## config.mk

```make
export PLATFORM = sky130hd
export DESIGN_NAME = if_stage
export DESIGN_NICKNAME = d
export VERILOG_FILES = /design/src/rtl/if_stage.sv
export SDC_FILE = /design/constraint.sdc
export NUM_CORES = 1
export LEC_CHECK = 0
export ABC_AREA = 1
export CAP_MARGIN = 20
export CORE_AREA = 5 5 156 158
export CTS_CLUSTER_SIZE = 20
export DETAILED_ROUTE_END_ITERATION = 7
export DIE_AREA = 0 0 161 163
export GPL_TIMING_DRIVEN = 1
export MAX_ROUTING_LAYER = met4
export PLACE_DENSITY = 0.75
export SLEW_MARGIN = 20
export SYNTH_ARGS = -nofsm -noshare
export SYNTH_HDL_FRONTEND = slang
export SYNTH_SLANG_ARGS = --single-unit
```

## constraint.sdc

```tcl
create_clock -name clk -period 4.3 [get_ports clk]
set_input_delay 0.645 -clock clk [delete_from_list [all_inputs] [get_ports clk]]
set_output_delay 0.645 -clock clk [all_outputs]
set_load 0.01 [all_outputs]
```

## src/rtl/if_stage.sv

```systemverilog
// Instruction-fetch stage for the LEGv8 single-cycle core.
// Holds the PC, fetches one instruction word at a time from instruction
// memory over a ready handshake, presents it to the control unit and
// datapath, and commits the next PC once downstream acknowledges it.
module if_stage #(
    parameter int                ADDR_W   = 64,
    parameter logic [ADDR_W-1:0] RESET_PC = '0
) (
    input  logic              clk,
    input  logic              rst,
    output logic              imem_req,
    output logic [ADDR_W-1:0] imem_addr,
    input  logic              imem_ready,
    input  logic [31:0]       imem_rdata,
    output logic              instr_valid,
    output logic [31:0]       instr,
    output logic [10:0]       opcode,
    output logic [ADDR_W-1:0] pc,
    input  logic              instr_ack,
    input  logic              pc_src,
    input  logic [ADDR_W-1:0] branch_offset
);

    // REQ waits for memory to return the word at pc; ISSUE holds it for downstream
    typedef enum logic {
        REQ   = 1'b0,
        ISSUE = 1'b1
    } fetchState_t;

    fetchState_t       state;
    logic [ADDR_W-1:0] pcReg;
    logic [31:0]       instrReg;
    logic [ADDR_W-1:0] pcIncrement;
    logic [ADDR_W-1:0] nextPc;

    // Branch offsets are word counts; the shift drops the top two bits, and both increments keep pc[1:0] intact
    always_comb begin
        pcIncrement = pc_src ? (branch_offset << 2) : ADDR_W'(4);
        nextPc      = pcReg + pcIncrement;
    end

    // Fetch FSM: capture the word on ready in REQ, commit the next PC on ack in ISSUE
    always_ff @(posedge clk or posedge rst) begin
        if (rst) begin
            state    <= REQ;
            pcReg    <= RESET_PC;
            instrReg <= '0;
        end else begin
            case (state)
                REQ: begin
                    if (imem_ready) begin
                        instrReg <= imem_rdata;
                        state    <= ISSUE;
                    end
                end
                ISSUE: begin
                    if (instr_ack) begin
                        pcReg <= nextPc;
                        state <= REQ;
                    end
                end
                default: begin
                    state <= REQ;
                end
            endcase
        end
    end

    // Handshake outputs decode only the registered state, so no input reaches them combinationally
    always_comb begin
        imem_req    = (state == REQ);
        instr_valid = (state == ISSUE);
        imem_addr   = pcReg;
        pc          = pcReg;
        instr       = instrReg;
        opcode      = instrReg[31:21];
    end

endmodule

```

==> impl_results.md <==
* Nets at 2054
* Crit path capture type: flip-flop
* Slew margin rel. at 0.404
* Post-CTS repair timing setup buffer count at 0
* YS warnings at 0
* Family with the most delay on the worst path: simple AND/OR/NAND/NOR gates
* Hold Vio Cnt, Final at 0
* Commonest non-fill, non-tap cell in the layout: nand2_1
* Crit-path slowest cell: clkdlybuf4s50_1
* Pins Over Slew Limit at 0
* Mapped Avg Cell Area at between 5 and 6 um^2
* GRT Resource Usage Total at 0.257
* Layout cell share with drive strength beyond 1 at 0.0512
* CP peak stage delay at between 0.4 and 0.5 ns
* Crit-path max FO at 4
* Via count at 10400
* Crit path cell chain: clkdlybuf4s50_1 -> inv_1 -> nand2_1 -> ha_1 -> inv_1 -> fa_1 -> inv_1 -> nand3_1 -> nand2_2 -> nand2_1 -> nand2_1 -> nand3_1 -> nand3_1 -> nand2_1 -> nand2_1 -> nand2_1 -> nand3_1 -> nand2_1
* Layout Skew at roughly 0.014 ns
* Hold WS at around 0.51 ns
* Standard-cell row count at 56
* Leading area contributor after synthesis: nand2_1
* Clock Path Buffers at 2
* Vias in the first global route at slightly below 10000
* Synth area leaders: nand2_1 (26%), dfrtp_1 (24%), inv_1 (13%), ha_1 (7.6%), buf_4 (5.8%)
* Die width at between 150 and 200 um
* Initial Util at 0.439
* Power Density at around 550 mW/mm^2
* Most common cell on crit path: nand2_1
* Total area of sequential cells at roughly 0.0024 mm^2
* Clk sinks at 95
* Htree depth at 3
* Starting DRT DRC Count at around 510
* Cell leakage power at 0.00731 uW
* Post-synth EDFFs at 0
* CP bufs+invs at 4
* Drt drc at 0
* Synth cell types at 33
* Routability-driven placement congestion ratio at 0.960
* Hold WC Path Type: reg -> reg
* Gates resized, CTS repair at 0
* Hold_buf cts at 0
* Required time worst endpoint at 4.54 ns
* Total grt overflow at 0
* Commonest cells after routing, fill and taps aside: nand2_1 (699), inv_1 (358), clkdlybuf4s50_1 (266)
* Worst slack, placed at ~0.81 ns
* Clk Latency, worst-skew pair at 0.36 ns
* Critical Path Source Type: input pin
* Worst setup slack after layout at about 1.2 ns
* WL/cell at between 15 and 20 um
* CTS tree: built
* Detail Route Antenna Nets at 0
* Cells after synthesis at approximately 1700
* Tmin final at between 3 and 4 ns
* IR drop worst, VDD at roughly 0.00027 V
* CTS root buf: clkbuf_16
* Mapped cell area at 0.0101 mm^2
* Setup Total Neg Slack at 0 ns
* Die H at approximately 160 um
* Synthesized flop and latch total at 95
* Largest net degree at the start of global routing at 91
* Asr flop ratio synth at 1.00
* Fillers at 2367
* Final antenna diode count at 0
* Die Area at about 0.026 mm^2
* Design Area, Final at between 0.01 and 0.015 mm^2
* Layout area overhead at 27.3%
* Placeable Area at roughly 0.023 mm^2
* Unrepaired setup endpoints after global routing: false
* Post-synth top area share at 0.261
* Worst path arrival time at approximately 3.3 ns
* Multi-input logic area at about 0.0057 mm^2
* Global-route wire length before repair at 51.7 mm
* TritonRoute pass-1 iters at 5
* CTS buffer count at 9
* Worst slew pin tran at around 0.9 ns
* Seq/Total Area, Yosys at 0.236
* Placed instance area at between 0.01 and 0.015 mm^2
* Reg clk slew, reported paths at about 0.080 ns
* WL final at around 34 mm
* Status: finished clean
* IO Pins at roughly 270
* I/O Buffers at about 270
* Final worst path period share at 0.718
* Endpoints failing setup at 0
* Post-DP HPWL at 28.1 mm
* Via-to-Cell Ratio at 4.74
* Most used DFF post-synth: dfrtp_1
* Initial antenna violation count at 0
* Maxcap violations at 0
* Crit Path Class: in -> reg
* FMAX at 324 MHz
## cells by family (layout without fill, tap and decap cells)
| group | after synthesis | in the layout | share of synthesized area |
|---|---|---|---|
| AND/OR/NAND/NOR | 939 | 939 | 0.382 |
| buffers and inverters | 460 | 651 | 0.201 |
| flip-flops | 95 | 95 | 0.236 |
| AO/OA/AOI/OAI | 86 | 86 | 0.0445 |
| adder cells (fa/ha/maj) | 62 | 62 | 0.0777 |
| multiplexers | 32 | 32 | 0.0357 |
| XOR/XNOR | 27 | 27 | 0.0235 |
| other | 1 | 4 | 0.000372 |
## power by group
part	internal [uW]	switching, uW
Combinational	2120	2480
Clock	418	455
Sequential	1230	369
Total	3770	3310
## metal layers
metal	up-vias	wire (um)	track usage
li1	5379	-	-
met1	4659	14400	0.309
met2	270	16600	0.453
met3	63	1500	0.0316
met4	0	1040	0.0810
met5	-	0	-
## sequential cells by signal, indices dropped and copies added (netlist names)
name,count
instr,32
instr_valid,1
imem_addr,62
## final timing paths
kind                                  start       endpoint  slack (ns)  cells after the start
setup reg to reg               imem_addr[2]  imem_addr[40]        1.70                     15
max in group asynchronous               rst  imem_addr[37]        2.84                      3
hold reg to reg                   instr[14]      instr[14]        0.51                      1
hold / removal                    instr[14]      instr[14]        0.51                      1
min in group asynchronous               rst  imem_addr[56]        0.64                      2
setup / recovery           branch_offset[0]  imem_addr[40]        1.21                     18
## cells in the mapped netlist, types with 4 or more instances
cell type	n
o21ai_1	5
nor2_1	102
buf_2	4
nand4_1	11
nand2_2	12
xnor2_1	26
inv_1	359
nor3_2	7
o21bai_1	4
nand3b_1	8
mux2_2	32
dfrtp_1	95
buf_4	78
nand3_1	78
clkbuf_1	17
ha_1	61
o21ai_0	31
nand2_1	700
a21oi_1	44
nor2_2	10
## area by class of cell
| type | count | area share |
|---|---|---|
| Tap cell | 290 | 0.0283 |
| Clock inverter | 7 | 0.00634 |
| Clock buffer | 9 | 0.0176 |
| Inverter | 361 | 0.106 |
| Multi-Input combinational cell | 1150 | 0.444 |
| Timing Repair Buffer | 274 | 0.213 |
| Sequential cell | 95 | 0.185 |
## through the flow
step	utilization	total power (uW)	instances
6_report	0.558	7070	2186
5_1_grt	0.558	7650	2186
4_1_cts	0.558	7130	2186
3_5_place_dp	0.545	6220	2170
3_3_place_gp	0.545	6150	2170
2_1_floorplan	-	4470	1705
## worst register-to-register path, stage by stage, from the launching register on
cell and delay [ns]:
dfrtp_1 0.41, ha_1 0.22, inv_1 0.07, fa_1 0.35, inv_1 0.13, nand3_1 0.10
nand2_2 0.13, nand2_1 0.06, nand2_1 0.16, nand3_1 0.10, nand3_1 0.26, nand2_1 0.21
nand2_1 0.10, nand2_1 0.05, nand3_1 0.06, nand2_1 0.09
No activity file was read; power rests on OpenSTA's default activity.
